## src/rtl/mon_pkg.sv

```systemverilog
// Shared definitions for the monitor step controller.
// Op codes, controller states and default widths.
package mon_pkg;

    localparam int PULSE_W = 4;
    localparam int RST_W   = 50;
    localparam int TMO_W   = 12;
    localparam int CNT_W   = 16;

    typedef enum logic [1:0] {
        OP_RUN     = 2'd0,
        OP_HALT    = 2'd1,
        OP_STEP    = 2'd2,
        OP_RESTART = 2'd3
    } op_e;

    typedef enum logic [2:0] {
        RUN_IDLE,
        HALT_WAIT,
        HALT_IDLE,
        STEP_PULSE,
        STEP_RUN,
        RST_PULSE,
        RST_WAIT
    } state_e;

endpackage

```

## src/rtl/mon_sync_edge.sv

```systemverilog
// Two-flop synchroniser with a rising-edge strobe.
// One extra history flop compares the synchronised level with its last sample.
module mon_sync_edge (
    input  logic clk_i,
    input  logic rst_i,
    input  logic d_i,
    output logic q_o,
    output logic rise_o
);

    logic [2:0] sh_q;

    // shift the asynchronous input through the synchroniser and history flop
    always_ff @(posedge clk_i) begin
        if (rst_i) begin
            sh_q <= '0;
        end else begin
            sh_q <= {sh_q[1:0], d_i};
        end
    end

    assign q_o    = sh_q[1];
    assign rise_o = sh_q[1] & ~sh_q[2];

endmodule

```

## src/rtl/mon_step_ctrl.sv

```systemverilog
// Monitor controller driving the timer MSTP/MSTRTP/STRT2 inputs.
// Runs, halts, single-steps or restarts the timer for a host.
module mon_step_ctrl #(
    parameter int PULSE_W = mon_pkg::PULSE_W,
    parameter int RST_W   = mon_pkg::RST_W,
    parameter int TMO_W   = mon_pkg::TMO_W,
    parameter int CNT_W   = mon_pkg::CNT_W
) (
    input  logic             SIM_CLK,
    input  logic             RESET,
    input  logic             CMD_VALID,
    output logic             CMD_READY,
    input  logic [1:0]       CMD_OP,
    input  logic [7:0]       CMD_N,
    input  logic             T12,
    input  logic             STOP,
    input  logic             GOJAM,
    output logic             MSTP,
    output logic             MSTRTP,
    output logic             STRT2,
    output logic             BUSY,
    output logic             DONE,
    output logic             ERR,
    output logic             HALTED,
    output logic [CNT_W-1:0] MCT_COUNT
);

    import mon_pkg::*;

    localparam int LEN_W = $clog2(RST_W > PULSE_W ? RST_W : PULSE_W) + 1;

    logic t12_s, t12_rise, stop_s, stop_rise, gj_s, gj_rise;
    logic unused_sync;

    state_e           state_q, state_d;
    logic             busy_q, busy_d;
    logic             done_q, done_d;
    logic             err_q, err_d;
    logic             hold_q, hold_d;
    logic             pstep_q, pstep_d;
    logic [7:0]       step_q, step_d;
    logic [TMO_W-1:0] tmo_q, tmo_d;
    logic [LEN_W-1:0] len_q, len_d;
    logic             t12_seen_q, t12_seen_d;
    logic             gj_seen_q, gj_seen_d;
    logic [CNT_W-1:0] mct_q;

    logic   accept, tmo_full, counting, mstp_raw;
    logic [7:0] n_eff;
    op_e    op;

    mon_sync_edge u_sync_t12 (
        .clk_i (SIM_CLK), .rst_i (RESET), .d_i (T12),
        .q_o (t12_s), .rise_o (t12_rise)
    );

    mon_sync_edge u_sync_stop (
        .clk_i (SIM_CLK), .rst_i (RESET), .d_i (STOP),
        .q_o (stop_s), .rise_o (stop_rise)
    );

    mon_sync_edge u_sync_gj (
        .clk_i (SIM_CLK), .rst_i (RESET), .d_i (GOJAM),
        .q_o (gj_s), .rise_o (gj_rise)
    );

    assign unused_sync = t12_s ^ stop_rise;

    assign op        = op_e'(CMD_OP);
    assign n_eff     = (CMD_N == 8'd0) ? 8'd1 : CMD_N;
    assign CMD_READY = ((state_q == RUN_IDLE) | (state_q == HALT_IDLE)) & ~busy_q;
    assign accept    = CMD_VALID & CMD_READY;
    assign tmo_full  = &tmo_q;
    assign counting  = (state_q == HALT_WAIT) | (state_q == STEP_RUN)
                     | (state_q == RST_WAIT);

    // next-state, command sequencing and completion bookkeeping
    always_comb begin
        state_d    = state_q;
        busy_d     = busy_q;
        done_d     = 1'b0;
        err_d      = err_q;
        hold_d     = hold_q;
        pstep_d    = pstep_q;
        step_d     = step_q;
        len_d      = len_q + LEN_W'(1);
        t12_seen_d = t12_seen_q | t12_rise;
        gj_seen_d  = gj_seen_q | gj_s;
        tmo_d      = (counting & ~tmo_full) ? tmo_q + TMO_W'(1) : tmo_q;
        unique case (state_q)
            RUN_IDLE: begin
                if (accept) begin
                    busy_d = 1'b1;
                    err_d  = 1'b0;
                    unique case (op)
                        OP_RUN: ;
                        OP_HALT: begin
                            state_d = HALT_WAIT;
                            pstep_d = 1'b0;
                        end
                        OP_STEP: begin
                            state_d = HALT_WAIT;
                            pstep_d = 1'b1;
                            step_d  = n_eff;
                        end
                        OP_RESTART: begin
                            state_d = RST_PULSE;
                            hold_d  = 1'b0;
                        end
                    endcase
                end else if (busy_q) begin
                    busy_d = 1'b0;
                    done_d = 1'b1;
                end
            end
            HALT_WAIT: begin
                if (stop_s) begin
                    state_d = pstep_q ? STEP_PULSE : HALT_IDLE;
                end else if (tmo_full) begin
                    err_d   = 1'b1;
                    state_d = RUN_IDLE;
                end
            end
            HALT_IDLE: begin
                if (accept) begin
                    busy_d = 1'b1;
                    err_d  = 1'b0;
                    unique case (op)
                        OP_RUN:  state_d = RUN_IDLE;
                        OP_HALT: ;
                        OP_STEP: begin
                            state_d = STEP_PULSE;
                            step_d  = n_eff;
                        end
                        OP_RESTART: begin
                            state_d = RST_PULSE;
                            hold_d  = 1'b1;
                        end
                    endcase
                end else if (busy_q) begin
                    busy_d = 1'b0;
                    done_d = 1'b1;
                end
            end
            STEP_PULSE: begin
                if (len_q == LEN_W'(PULSE_W - 1)) state_d = STEP_RUN;
            end
            STEP_RUN: begin
                if (gj_rise) begin
                    step_d  = 8'd0;
                    state_d = HALT_IDLE;
                end else if (t12_seen_q && stop_s) begin
                    step_d  = step_q - 8'd1;
                    state_d = (step_q == 8'd1) ? HALT_IDLE : STEP_PULSE;
                end else if (tmo_full) begin
                    err_d   = 1'b1;
                    state_d = HALT_IDLE;
                end
            end
            RST_PULSE: begin
                if (len_q == LEN_W'(RST_W - 1)) state_d = RST_WAIT;
            end
            RST_WAIT: begin
                if (gj_seen_q && !gj_s) begin
                    state_d = hold_q ? HALT_IDLE : RUN_IDLE;
                end else if (tmo_full) begin
                    err_d   = 1'b1;
                    state_d = hold_q ? HALT_IDLE : RUN_IDLE;
                end
            end
            default: state_d = RUN_IDLE;
        endcase
        if (state_d != state_q) begin
            tmo_d      = '0;
            len_d      = '0;
            t12_seen_d = 1'b0;
            gj_seen_d  = 1'b0;
        end
    end

    // controller state registers
    always_ff @(posedge SIM_CLK) begin
        if (RESET) begin
            state_q    <= RUN_IDLE;
            busy_q     <= 1'b0;
            done_q     <= 1'b0;
            err_q      <= 1'b0;
            hold_q     <= 1'b0;
            pstep_q    <= 1'b0;
            step_q     <= '0;
            tmo_q      <= '0;
            len_q      <= '0;
            t12_seen_q <= 1'b0;
            gj_seen_q  <= 1'b0;
        end else begin
            state_q    <= state_d;
            busy_q     <= busy_d;
            done_q     <= done_d;
            err_q      <= err_d;
            hold_q     <= hold_d;
            pstep_q    <= pstep_d;
            step_q     <= step_d;
            tmo_q      <= tmo_d;
            len_q      <= len_d;
            t12_seen_q <= t12_seen_d;
            gj_seen_q  <= gj_seen_d;
        end
    end

    // free-running MCT profile counter, one count per T12 rise
    always_ff @(posedge SIM_CLK) begin
        if (RESET) begin
            mct_q <= '0;
        end else if (t12_rise) begin
            mct_q <= mct_q + CNT_W'(1);
        end
    end

    assign mstp_raw = (state_q == HALT_WAIT) | (state_q == HALT_IDLE)
                    | (state_q == STEP_PULSE) | (state_q == STEP_RUN)
                    | (((state_q == RST_PULSE) | (state_q == RST_WAIT)) & hold_q);

    assign MSTP      = mstp_raw & ~RESET;
    assign MSTRTP    = (state_q == STEP_PULSE);
    assign STRT2     = (state_q == RST_PULSE);
    assign BUSY      = busy_q;
    assign DONE      = done_q;
    assign ERR       = err_q;
    assign HALTED    = (state_q == HALT_IDLE) & stop_s;
    assign MCT_COUNT = mct_q;

endmodule

```

## config.mk

```make
export PLATFORM = sky130hd
export DESIGN_NAME = mon_step_ctrl
export DESIGN_NICKNAME = d
export VERILOG_FILES = /design/src/rtl/mon_pkg.sv /design/src/rtl/mon_sync_edge.sv /design/src/rtl/mon_step_ctrl.sv
export SDC_FILE = /design/constraint.sdc
export NUM_CORES = 1
export LEC_CHECK = 0
export CAP_MARGIN = 30
export CORE_MARGIN = 2
export CORE_UTILIZATION = 30
export DETAILED_ROUTE_END_ITERATION = 7
export SYNTH_ARGS = -nofsm -noshare
export SYNTH_HDL_FRONTEND = slang
export SYNTH_SLANG_ARGS = --single-unit
export TNS_END_PERCENT = 5
```

## constraint.sdc

```tcl
create_clock -name SIM_CLK -period 3.9 [get_ports SIM_CLK]
set_input_delay 0.585 -clock SIM_CLK [delete_from_list [all_inputs] [get_ports SIM_CLK]]
set_output_delay 0.585 -clock SIM_CLK [all_outputs]
set_load 0.01 [all_outputs]
```

=== Yosys cells after proc, flatten, opt, wreduce, memory -nomap -nowiden ===
Index checks and enable logic that the tools add are counted.

* Input port bits: 16
* Word-level logic and storage cells: 124
* Bits in registers: 61
* Output and inout port bits: 24

* Equality and inequality tests: 24
* Reductions and logical operators: 19
* Mux-type cells: 38
* $add $sub $neg: 4
* Bitwise logic cells: 24

{| class="wikitable"
|+ Operators with widths
! operator !! number
|-
| 8-bit two-way mux || 5
|-
| 3-bit two-way mux || 11
|-
| 3-bit case mux with 7 select lines || 1
|-
| 16-bit by 1-bit adder with 16-bit output (second input constant) || 1
|-
| 8-bit case mux with 2 select lines || 1
|-
| 1-bit two-way mux || 14
|-
| 12-bit by 1-bit adder with 12-bit output (second input constant) || 1
|-
| 2-bit inequality test (second input constant) || 6
|-
| 12-bit AND reduction || 1
|-
| 1-bit bitwise OR || 10
|-
| 3-bit == test (second input constant) || 3
|-
| 3-bit case mux with 3 select lines || 1
|-
| 1-bit AND || 8
|-
| 8-bit by 1-bit == test with 1-bit output (second input constant) || 1
|-
| 8-bit zero test || 1
|-
| 2-bit by 1-bit inequality test with 1-bit output (second input constant) || 4
|-
| 8-bit by 1-bit subtractor with 8-bit output (second input constant) || 1
|-
| 7-bit by 1-bit adder with 7-bit output (second input constant) || 1
|-
| 7-bit by 2-bit == test with 1-bit output (second input constant) || 1
|-
| 7-bit by 6-bit == test with 1-bit output (second input constant) || 1
|-
| 3-bit by 2-bit == test with 1-bit output (second input constant) || 2
|-
| 1-bit NOT || 6
|-
| 3-bit case mux with 2 select lines || 1
|-
| 6-bit AND reduction || 1
|-
| other kinds (19) || 26
|}

=== Logic depth before layout (Yosys ltp) ===
Gate-level depths: netlist of the first run.

* Depth after elaboration: 8
* Mapped depth: 9
* Mapped depth without buffers: 8

=== Hierarchy ===
Synthesis of the first run repeated with hierarchy kept, for this count alone.

* Cells, all modules: 364
* Area, all modules: 3340.7 µm²

{| class="wikitable"
|+ By module, submodules not included
! module !! sequential area each (µm²) !! cells each !! area each (µm²) !! instances
|-
| mon_step_ctrl || 1061.0 || 343 || 3078.0 || 1
|-
| mon_sync_edge || 60.1 || 7 || 87.6 || 3
|}

=== Least setup slack after synthesis of the first run ===
OpenSTA, ideal clock, no wires.

* Path kind: input-to-reg
* Start: in CMD_OP[0]
* End: reg tmo_q[3]
* Buffers on the path: 1
* Stages: 8
* Setup time: 115 ps
* Required time: 3785 ps
* Arrival: 2114 ps
* Setup slack: 1671 ps
* Path through: inv_1 ha_1 or4_1 a32oi_1 a2111oi_4 o211ai_2 buf_6 nor2_2

* Cells in the longest elaborated chain, start to end: 7
* Elaborated cells between the ends (all ways): 12
* Those cells by class: eq/ne: 4; mux: 5; reduce/logical: 3

{| class="wikitable"
|+ RTL lines
! what !! line !! source
|-
| from (decl) || mon_step_ctrl.sv:13 || <nowiki>input logic [1:0] CMD_OP,</nowiki>
|-
| 2-bit == test / 2-bit by 1-bit == test with 1-bit output (equally long branches) || mon_step_ctrl.sv:95, mon_step_ctrl.sv:128 ||
|-
| 2-bit OR reduction (no line) || - ||
|-
| 3-bit case mux with 2 select lines || mon_step_ctrl.sv:95 || <nowiki>unique case (op)</nowiki>
|-
| 3-bit two-way mux || mon_step_ctrl.sv:92 || <nowiki>if (accept) begin</nowiki>
|-
| 3-bit case mux with 7 select lines * || mon_step_ctrl.sv:90 || <nowiki>unique case (state_q)</nowiki>
|-
| 3-bit inequality test * || mon_step_ctrl.sv:173 || <nowiki>if (state_d != state_q) begin</nowiki>
|-
| 2-bit OR reduction (no line) * || - ||
|-
| to (signal assigned) || mon_step_ctrl.sv:203 || <nowiki>tmo_q <= tmo_d;</nowiki>
|-
| to (decl) || mon_step_ctrl.sv:42 || <nowiki>logic [TMO_W-1:0] tmo_q, tmo_d;</nowiki>
|}

Mark *: on every way between the ends. The rest lies on a longest branch, timed or not.
A chain may end at the register's enable or synchronous reset.

=== Worst setup path in the final report of the first run ===
* Start: in CMD_OP[0]
* End: reg len_q[4]

* Cells in the longest elaborated chain, start to end: 7
* Elaborated cells between the ends (all ways): 12
* Those cells by class: eq/ne: 4; mux: 5; reduce/logical: 3

{| class="wikitable"
|+ RTL lines
! what !! line !! source
|-
| 2-bit == test / 2-bit by 1-bit == test with 1-bit output (equally long branches) || mon_step_ctrl.sv:95, mon_step_ctrl.sv:128 ||
|-
| 2-bit OR reduction (no line) || - ||
|-
| 3-bit case mux with 2 select lines || mon_step_ctrl.sv:95 ||
|-
| 3-bit two-way mux || mon_step_ctrl.sv:92 ||
|-
| 3-bit case mux with 7 select lines * || mon_step_ctrl.sv:90 ||
|-
| 3-bit inequality test * || mon_step_ctrl.sv:173 ||
|-
| 2-bit OR reduction (no line) * || - ||
|-
| to (signal assigned) || mon_step_ctrl.sv:204 || <nowiki>len_q <= len_d;</nowiki>
|-
| to (decl) || mon_step_ctrl.sv:43 || <nowiki>logic [LEN_W-1:0] len_q, len_d;</nowiki>
|}

Marked as above.

==> results of run 1 <==
[sequential cells by signal, indices dropped and copies added, names as in the netlist, 2 cells and up]
signal and cells:
len_q 7, u_sync_t12.sh_q 3, u_sync_gj.sh_q 3, u_sync_stop.sh_q 2, state_q 3, step_q 8, tmo_q 12, MCT_COUNT 16
[synth_stat cells (all sizes together) (2+ instances only)]
cell type and number:
nor3 13, a211oi 3, or3 5, nor4b 2
nor2 60, nand3b 4, a22o 3, nor2b 15
xnor2 13, nor4 3, o211ai 2, nand4 12
nand2b 6, mux2i 3, buf 10, nor3b 3
and3b 2, and2 2, a22oi 3, and3 7
a2bb2oi 2, inv 12, a32oi 3, a21oi 16
clkbuf 7, a41oi 3, and4 3, a31oi 2
o21ai 14, xor2 16, dfxtp 61, nand3 15
nand2 21, ha 10
[logic make-up (layout without fill, tap and decap cells)]
group,Yosys count,in the layout
AO/OA/AOI/OAI,60,60
XOR/XNOR,29,29
adder cells (fa/ha/maj),10,10
buffers and inverters,30,73
flip-flops,61,61
multiplexers,3,3
AND/OR/NAND/NOR,175,175
[metrics by stage]
stage          total power [mW]  setup slack [ps]  hold slack [ps]
6_report                  1.447             882.0            451.4
2_1_floorplan            0.8216              1671            413.8
3_5_place_dp             0.8796             529.9            439.0
4_1_cts                   1.469             891.2            461.0
5_1_grt                   1.518             690.4            471.7
3_3_place_gp             0.8770             632.6            439.6
[cell usage in the layout (no fill, tap or decap), types with 4 or more instances in the layout]
master           count
nor2b_1             14
nand2b_1             6
or3_1                5
nand2_1             21
nor3_1              12
buf_4                4
o21ai_0             14
xor2_1              16
clkbuf_8             9
nor2_2              19
nor2_1              41
inv_1               12
ha_1                10
a21oi_1             15
clkdlybuf4s50_1     39
xnor2_1             13
nand3b_1             4
and3_1               7
nand3_1             15
dfxtp_1             61
nand4_1             11
[critical path, cell delays in order]
cell and delay (ps):
clkdlybuf4s50_1 510, inv_1 70, ha_1 240, nor2_1 130, o22ai_1 90, a21oi_1 310
a41oi_1 190, o211ai_2 790, buf_4 280, nor2_2 50
[how the worst min path moves through the flow]
stage	endpoint	slack [ps]	depth (start not counted)	from
3_5_place_dp	u_sync_t12.sh_q[1]	440	1	u_sync_t12.sh_q[0]
3_3_place_gp	u_sync_t12.sh_q[1]	440	1	u_sync_t12.sh_q[0]
4_1_cts	u_sync_gj.sh_q[1]	460	1	u_sync_gj.sh_q[0]
5_1_grt	u_sync_gj.sh_q[1]	470	1	u_sync_gj.sh_q[0]
6_report	u_sync_gj.sh_q[1]	450	1	u_sync_gj.sh_q[0]
2_1_floorplan	u_sync_gj.sh_q[1]	410	1	u_sync_gj.sh_q[0]
[final cells by class]
type | instances | area [um2] | share of cell area, %
repair buffers | 44 | 440.4 | 11.26
well taps | 136 | 170.2 | 4.352
flip-flops and latches | 61 | 1221 | 31.23
clock inverters | 7 | 81.33 | 2.080
clock buffers | 9 | 123.9 | 3.168
multi-input cells | 277 | 1824 | 46.66
inverters | 13 | 48.80 | 1.248
[power by group]
| group | internal (mW) | switching, mW |
|---|---|---|
| clock network | 0.303 | 0.278 |
| logic | 0.0912 | 0.108 |
| registers | 0.642 | 0.0243 |
[per-layer routing]
| layer | up-vias | global-route usage [%] |
|---|---|---|
| met5 | - | 0 |
| met4 | 0 | 4.174 |
| met3 | 5 | 4.237 |
| met2 | 49 | 18.90 |
| met1 | 1226 | 15.98 |
| li1 | 1367 | - |
==> impl_metrics.ini, run 1 <==
[clock_network]
hold_buffers = 0
cts_sinks = 61
cts.clk_slew.worst_paths_ps = 70
cts_root_buf = clkbuf_8
cts_buffers = 9
clock_latency_ps = 350
cts_resized = 0
cts_tree = built
htree_num_levels = 3
clockBufferDepth = 2
post_cts_buffers = 0

[worst_setup_path]
timing.reg2reg.setup_slack_ps = 980
worstRegToRegCells = 7
cp.required_ps = 4140
path_max_fanout = 15
critPathLaunch = CMD_OP[0]
worst_r2r_startpoint = state_q[1]
r2r_end = len_q[4]
endpoint = len_q[4]
arrival_ps = 3260
crit_path_end_kind = register
cp-start-kind = input port
worstSetupPathType = input port to register

[global_route]
grt_use_total_pct = 12.28
grt_overflow = 0
grt_pass1_vias = 2497
antenna_found_initial = 0
grt_pass1_wl_mm = 11.41
grt_max_degree = 43

[detailed_routing]
met2_length_mm = 3.123
route.vias.total = 2647
routed.top_layer = met4
avgViaCountPerCell = 4.839
first_pass_iters = 4
dr_wl_met3_um = 271
wl_met1_mm = 3.181
drc = 0
routedWlPerCell_um = 12.15
antenna_left = 0
wl_mm = 6.646
drt-initial-drc-count = 139

[power_and_ir_drop]
vdd_drop_max_mv = 0.1900
leakagePower_nw = 1.344
power.density_mw_per_mm2 = 370.0

[min_path]
hold_path.class = register to register

[synthesis]
synth_fa_ha_area_share_pct = 3.912
synth_area_leaders = dfxtp_1, nor2_1, xor2_1
synth_area_leader_cell = dfxtp_1
synthXorXnorAreaFrac_pct = 7.942
synthMuxAreaShare_pct = 0.9390
synth_compound_area_share_pct = 13.34
synth-simple-area-share_pct = 30.91
syn_nets = 394
synth_cell_types = 60
ys_seq_area_share_pct = 38.18
syn-cell-area_mm2 = 0.003198
ys_warn_count = 0
synth_edf_count = 0
async_flop_share_pct = 0
synth.avg_cell_area_um2 = 8.690
synth_top_family_by_area = simple AND/OR/NAND/NOR gates
synth_top_area_share_pct = 38.18
synthFlopType = dfxtp_1
ys_ff_latch = 61
syn_inst = 368

[sta]
setup-tns-final_ps = 0
hold_viol = 0
slew_violations = 0
finalCriticalPeriod_ps = 3018
tightest_slew_ps = 938.1
grt_setup_unrepaired = no
fin_skew_ps = 10.86
fin_crit_sh_pct = 77.39
setup_viol = 0
fmax_mhz = 331.3
max_slew_margin_pct = 37.28

[placement]
io_buffers = 39
place_area_mm2 = 0.003705
globalplace.congestion = 0.8289
dp_cells = 531
dp_hpwl_mm = 4.777

[die]
die_w_um = 107.3
core-area_mm2 = 0.01032
die_y_um = 107.3
die_area_mm2 = 0.01150
io-pin-count = 40
start_util_pct = 30.98
num_rows = 37

[final_layout]
fillCellCount = 1056
stdcell_count = 547
stdcell_area_mm2 = 0.003910
final_util_pct = 37.87
drive_above_1_share_pct = 12.90
diodes = 0
area_delta_synth_final_pct = 22.26
final_nets = 432

[job]
drv_cap = 0

[status]
status = finished, final reports clean
(Power assumes the default switching activity.)
==> run 2: changes to the inputs <==
==> constraint.sdc (replaced) <==
create_clock -name SIM_CLK -period 3.15 [get_ports SIM_CLK]
set_input_delay 0.4725 -clock SIM_CLK [delete_from_list [all_inputs] [get_ports SIM_CLK]]
set_output_delay 0.4725 -clock SIM_CLK [all_outputs]
set_load 0.01 [all_outputs]
==> impl_metrics.ini, run 2 (synthesis gave the netlist of run 1 again) <==
[die]
die_y_um = 107.3
die_area_mm2 = 0.01150
die_w_um = 107.3
start_util_pct = 30.98
num_rows = 37
io-pin-count = 40
core-area_mm2 = 0.01032

[placement]
io_buffers = 39
globalplace.congestion = 0.7991
dp_hpwl_mm = 4.727
dp_cells = 530
place_area_mm2 = 0.003697

[sta]
setup_viol = 0
fin_skew_ps = 12.84
max_slew_margin_pct = 46.64
finalCriticalPeriod_ps = 2601
hold_viol = 0
slew_violations = 0
fmax_mhz = 384.5
tightest_slew_ps = 799.3
grt_setup_unrepaired = no
fin_crit_sh_pct = 82.57
setup-tns-final_ps = 0
whs_ps = 450.0

[detailed_routing]
wl_mm = 6.697
first_pass_iters = 4
routedWlPerCell_um = 12.27
drt-initial-drc-count = 176
route.vias.total = 2661
antenna_left = 0
avgViaCountPerCell = 4.874
drc = 0

[worst_setup_path]
cp.required_ps = 2680
path_max_fanout = 22
worstRegToRegCells = 7
worstSetupPathType = register to output port
cp-start-kind = register
timing.reg2reg.setup_slack_ps = 630
arrival_ps = 2130
worst_r2r_startpoint = state_q[1]
crit_path_end_kind = output port
r2r_end = tmo_q[11]

[power_and_ir_drop]
vdd_drop_max_mv = 0.2253
power.density_mw_per_mm2 = 453.8
leakagePower_nw = 1.340

[final_layout]
fillCellCount = 1045
regArea_mm2 = 0.001221
diodes = 0
final_nets = 431
stdcell_count = 546
largest_register_ffs = 16
stdcell_area_mm2 = 0.003895
drive_above_1_share_pct = 12.68
final_common_cell = dfxtp_1
multi_input_area_mm2 = 0.001824
most-common-layout-cells = dfxtp_1, nor2_1, clkdlybuf4s50_1, nand2_1, nor2_2
area_delta_synth_final_pct = 21.79

[global_route]
grt_overflow = 0
antenna_found_initial = 0
grt_pass1_wl_mm = 11.20
grt_use_total_pct = 12.09
grt_max_degree = 42
grt_pass1_vias = 2408

[min_path]
whs_endpoint = u_sync_t12.sh_q[1]
hold_path_depth = 1
min-delay-start = u_sync_t12.sh_q[0]
hold_path.class = register to register

[clock_network]
hold_buffers = 0
cts_resized = 0
clockBufferDepth = 2
cts_sinks = 61
cts_root_buf = clkbuf_8
htree_num_levels = 3
post_cts_buffers = 0
clock_latency_ps = 340
cts_tree = built
cts.clk_slew.worst_paths_ps = 80
cts_buffers = 9

[job]
drv_cap = 0

[status]
status = finished, final reports clean
run 2: cell types whose count changed in the layout (fill, tap and decap cells not counted):
cell      before  now
clkinv_2       0    2
inv_6          3    1
buf_4          4    3
run 2: stage by stage:
stage / setup slack, ps / util (%) / total power, mW
after detailed placement: 305.6 / 35.81 / 1.091
after global placement: 369.3 / 35.81 / 1.089
final: 548.9 / 37.73 / 1.768
after global routing: 407.8 / 37.73 / 1.853
after CTS: 523.2 / 37.73 / 1.792
after floorplan: 1033 / - / 1.017
run 2: power by group:
group,internal (mW),switching [mW],total [mW]
clock,0.367,0.326,0.693
sequential,0.795,0.0343,0.829
combinational,0.113,0.133,0.246
total,1.28,0.492,1.77
run 2: worst max path at each step:
stage | startpoint | endpoint | slack [ps] | cells after the start
CTS | state_q[0] | MSTP | 520 | 3
detailed placement | CMD_OP[0] | tmo_q[11] | 310 | 9
floorplan | CMD_OP[0] | tmo_q[3] | 1030 | 8
finish | state_q[0] | MSTP | 550 | 3
global placement | CMD_OP[0] | tmo_q[11] | 370 | 9
global route | state_q[0] | MSTP | 410 | 3
run 2: cell type report:
type                    count  share of cell area, %
clock buffers               9                  3.180
multi-input cells         277                  46.84
inverters                  13                  1.253
clock inverters             7                  1.895
well taps                 136                  4.369
flip-flops and latches     61                  31.35
repair buffers             43                  11.11
run 2: layer usage:
layer | vias to the layer above | wire length (um) | track usage [%]
met5 | - | 0 | 0
met4 | 0 | 97 | 3.896
met3 | 10 | 338 | 3.390
met2 | 67 | 2987 | 18.40
met1 | 1218 | 3274 | 16.49
li1 | 1366 | - | -
run 2: worst max-delay path, stage by stage (launching register included):
cell             delay, ps
dfxtp_1                840
nor3_1                 110
a211oi_1               260
clkdlybuf4s50_1        580
==> run 3: changes to the inputs <==
==> constraint.sdc (replaced) <==
create_clock -name SIM_CLK -period 2.65 [get_ports SIM_CLK]
set_input_delay 0.3975 -clock SIM_CLK [delete_from_list [all_inputs] [get_ports SIM_CLK]]
set_output_delay 0.3975 -clock SIM_CLK [all_outputs]
set_load 0.01 [all_outputs]
==> impl_metrics.ini, run 3 (synthesis gave the netlist of run 1 again) <==
[power_and_ir_drop]
internal-power_mw = 1.536
vdd_drop_max_mv = 0.2490
clkPwrFrac_pct = 38.7
switchingPower_mw = 0.5835
leakagePower_nw = 1.381
power.density_mw_per_mm2 = 532.8
seqPwrFrac_pct = 46.6
p_comb_share_pct = 14.7
swShare_pct = 27.53

[global_route]
grt_max_degree = 42
grt_overflow = 0
grt_pass1_vias = 2512
grt_pass1_wl_mm = 11.41
antenna_found_initial = 0
grt_use_total_pct = 12.32

[sta]
fmax_mhz = 399.7
setup-tns-final_ps = 0
tightest_slew_ps = 453.3
finalCriticalPeriod_ps = 2502
hold_viol = 0
grt_setup_unrepaired = no
fin_crit_sh_pct = 94.41
slew_violations = 0
setup_viol = 0
fin_skew_ps = 8.084
max_slew_margin_pct = 69.78

[placement]
io_buffers = 39
dp_hpwl_mm = 4.999
globalplace.congestion = 0.8555
place_area_mm2 = 0.003777

[worst_setup_path]
slowest_delay_ps = 600
arrival_ps = 2100
slowest_stage = dfxtp_1
critical_path.cell_chain = buf_4 > nor3_1 > a211oi_1 > clkdlybuf4s50_1
cp-start-kind = register
worstSetupPathType = register to output port
crit_path_end_kind = output port
path_max_fanout = 13
cp.required_ps = 2250

[final_layout]
stdcell_area_mm2 = 0.003978
final_nets = 440
diodes = 0
final_common_cell = dfxtp_1
fillCellCount = 1006
largest_register_ffs = 16
area_delta_synth_final_pct = 24.37
multi_input_area_mm2 = 0.001824
regArea_mm2 = 0.001222
most-common-layout-cells = dfxtp_1, nor2_1, clkdlybuf4s50_1, nand2_1, nor2_2
drive_above_1_share_pct = 14.80

[clock_network]
clockBufferDepth = 2
htree_num_levels = 3
clock_latency_ps = 340
cts_sinks = 61
cts_buffers = 9
cts_root_buf = clkbuf_8
hold_buffers = 0
cts.clk_slew.worst_paths_ps = 80
cts_tree = built

[detailed_routing]
first_pass_iters = 5
avgViaCountPerCell = 4.879
drt-initial-drc-count = 123
routedWlPerCell_um = 12.36
wl_mm = 6.858
drc = 0
route.vias.total = 2708
antenna_left = 0

[die]
die_y_um = 107.3
start_util_pct = 30.98
die_area_mm2 = 0.01150
num_rows = 37
die_w_um = 107.3
core-area_mm2 = 0.01032
io-pin-count = 40

[min_path]
hold_path.class = register to register

[status]
status = finished, final reports clean

[job]
drv_cap = 0
run 3: power by group through the flow:
stage	Combinational (mW)	Sequential (mW)	Clock (mW)
2_1_floorplan	0.221	0.988	0
3_3_place_gp	0.311	1.01	0
3_5_place_dp	0.313	1.01	0
4_1_cts	0.315	0.986	0.852
5_1_grt	0.348	0.993	0.887
6_report	0.312	0.987	0.820
run 3: worst max-delay path: cells and delay by family, from the launching register on:
family / cells / cell delay, ps
buffers and inverters: 2 / 830
AOI/OAI and AO/OA: 1 / 280
DFF: 1 / 600
and+or+nand+nor: 1 / 60
run 3: stage by stage:
stage	hold slack, ps	total power [mW]	cells	worst slack [ps]	utilization (%)
final	444.6	2.119	555	148.1	38.53
after detailed placement	430.0	1.321	539	21.24	36.59
after floorplan	413.8	1.209	368	608.2	-
after global routing	476.9	2.228	555	6.994	38.53
after CTS	449.7	2.154	555	33.73	38.52
after global placement	440.8	1.317	539	15.39	36.59
run 3: path summary, 6_finish.rpt:
path	depth (start not counted)	slack, ps	to	startpoint
worst min register to register	1	440	u_sync_t12.sh_q[1]	u_sync_t12.sh_q[0]
worst max-delay path	4	150	MSTP	state_q[2]
worst min-delay path	1	440	u_sync_t12.sh_q[1]	u_sync_t12.sh_q[0]
worst max register to register	8	470	tmo_q[9]	state_q[1]
run 3: routing by layer:
metal	up-vias	routed length (um)	global-route usage [%]
li1	1389	-	-
met1	1253	3362	16.26
met2	60	3115	19.48
met3	6	291	3.329
met4	0	88	3.989
met5	-	0	0
run 3: timing repair:
| action | 4_1_cts | 5_1_grt |
|---|---|---|
| resized for setup | 0 | 1 |
| setup endpoints to repair | 0 | 2 |
| buffers inserted | 0 | 0 |
run 3: area by class of cell:
type	instances	share of cell area, %
Clock buffer	9	3.114
Clock inverter	7	1.887
Inverter	13	1.227
Multi-Input combinational cell	277	45.86
Sequential cell	61	30.73
Tap cell	136	4.278
Timing Repair Buffer	52	12.90
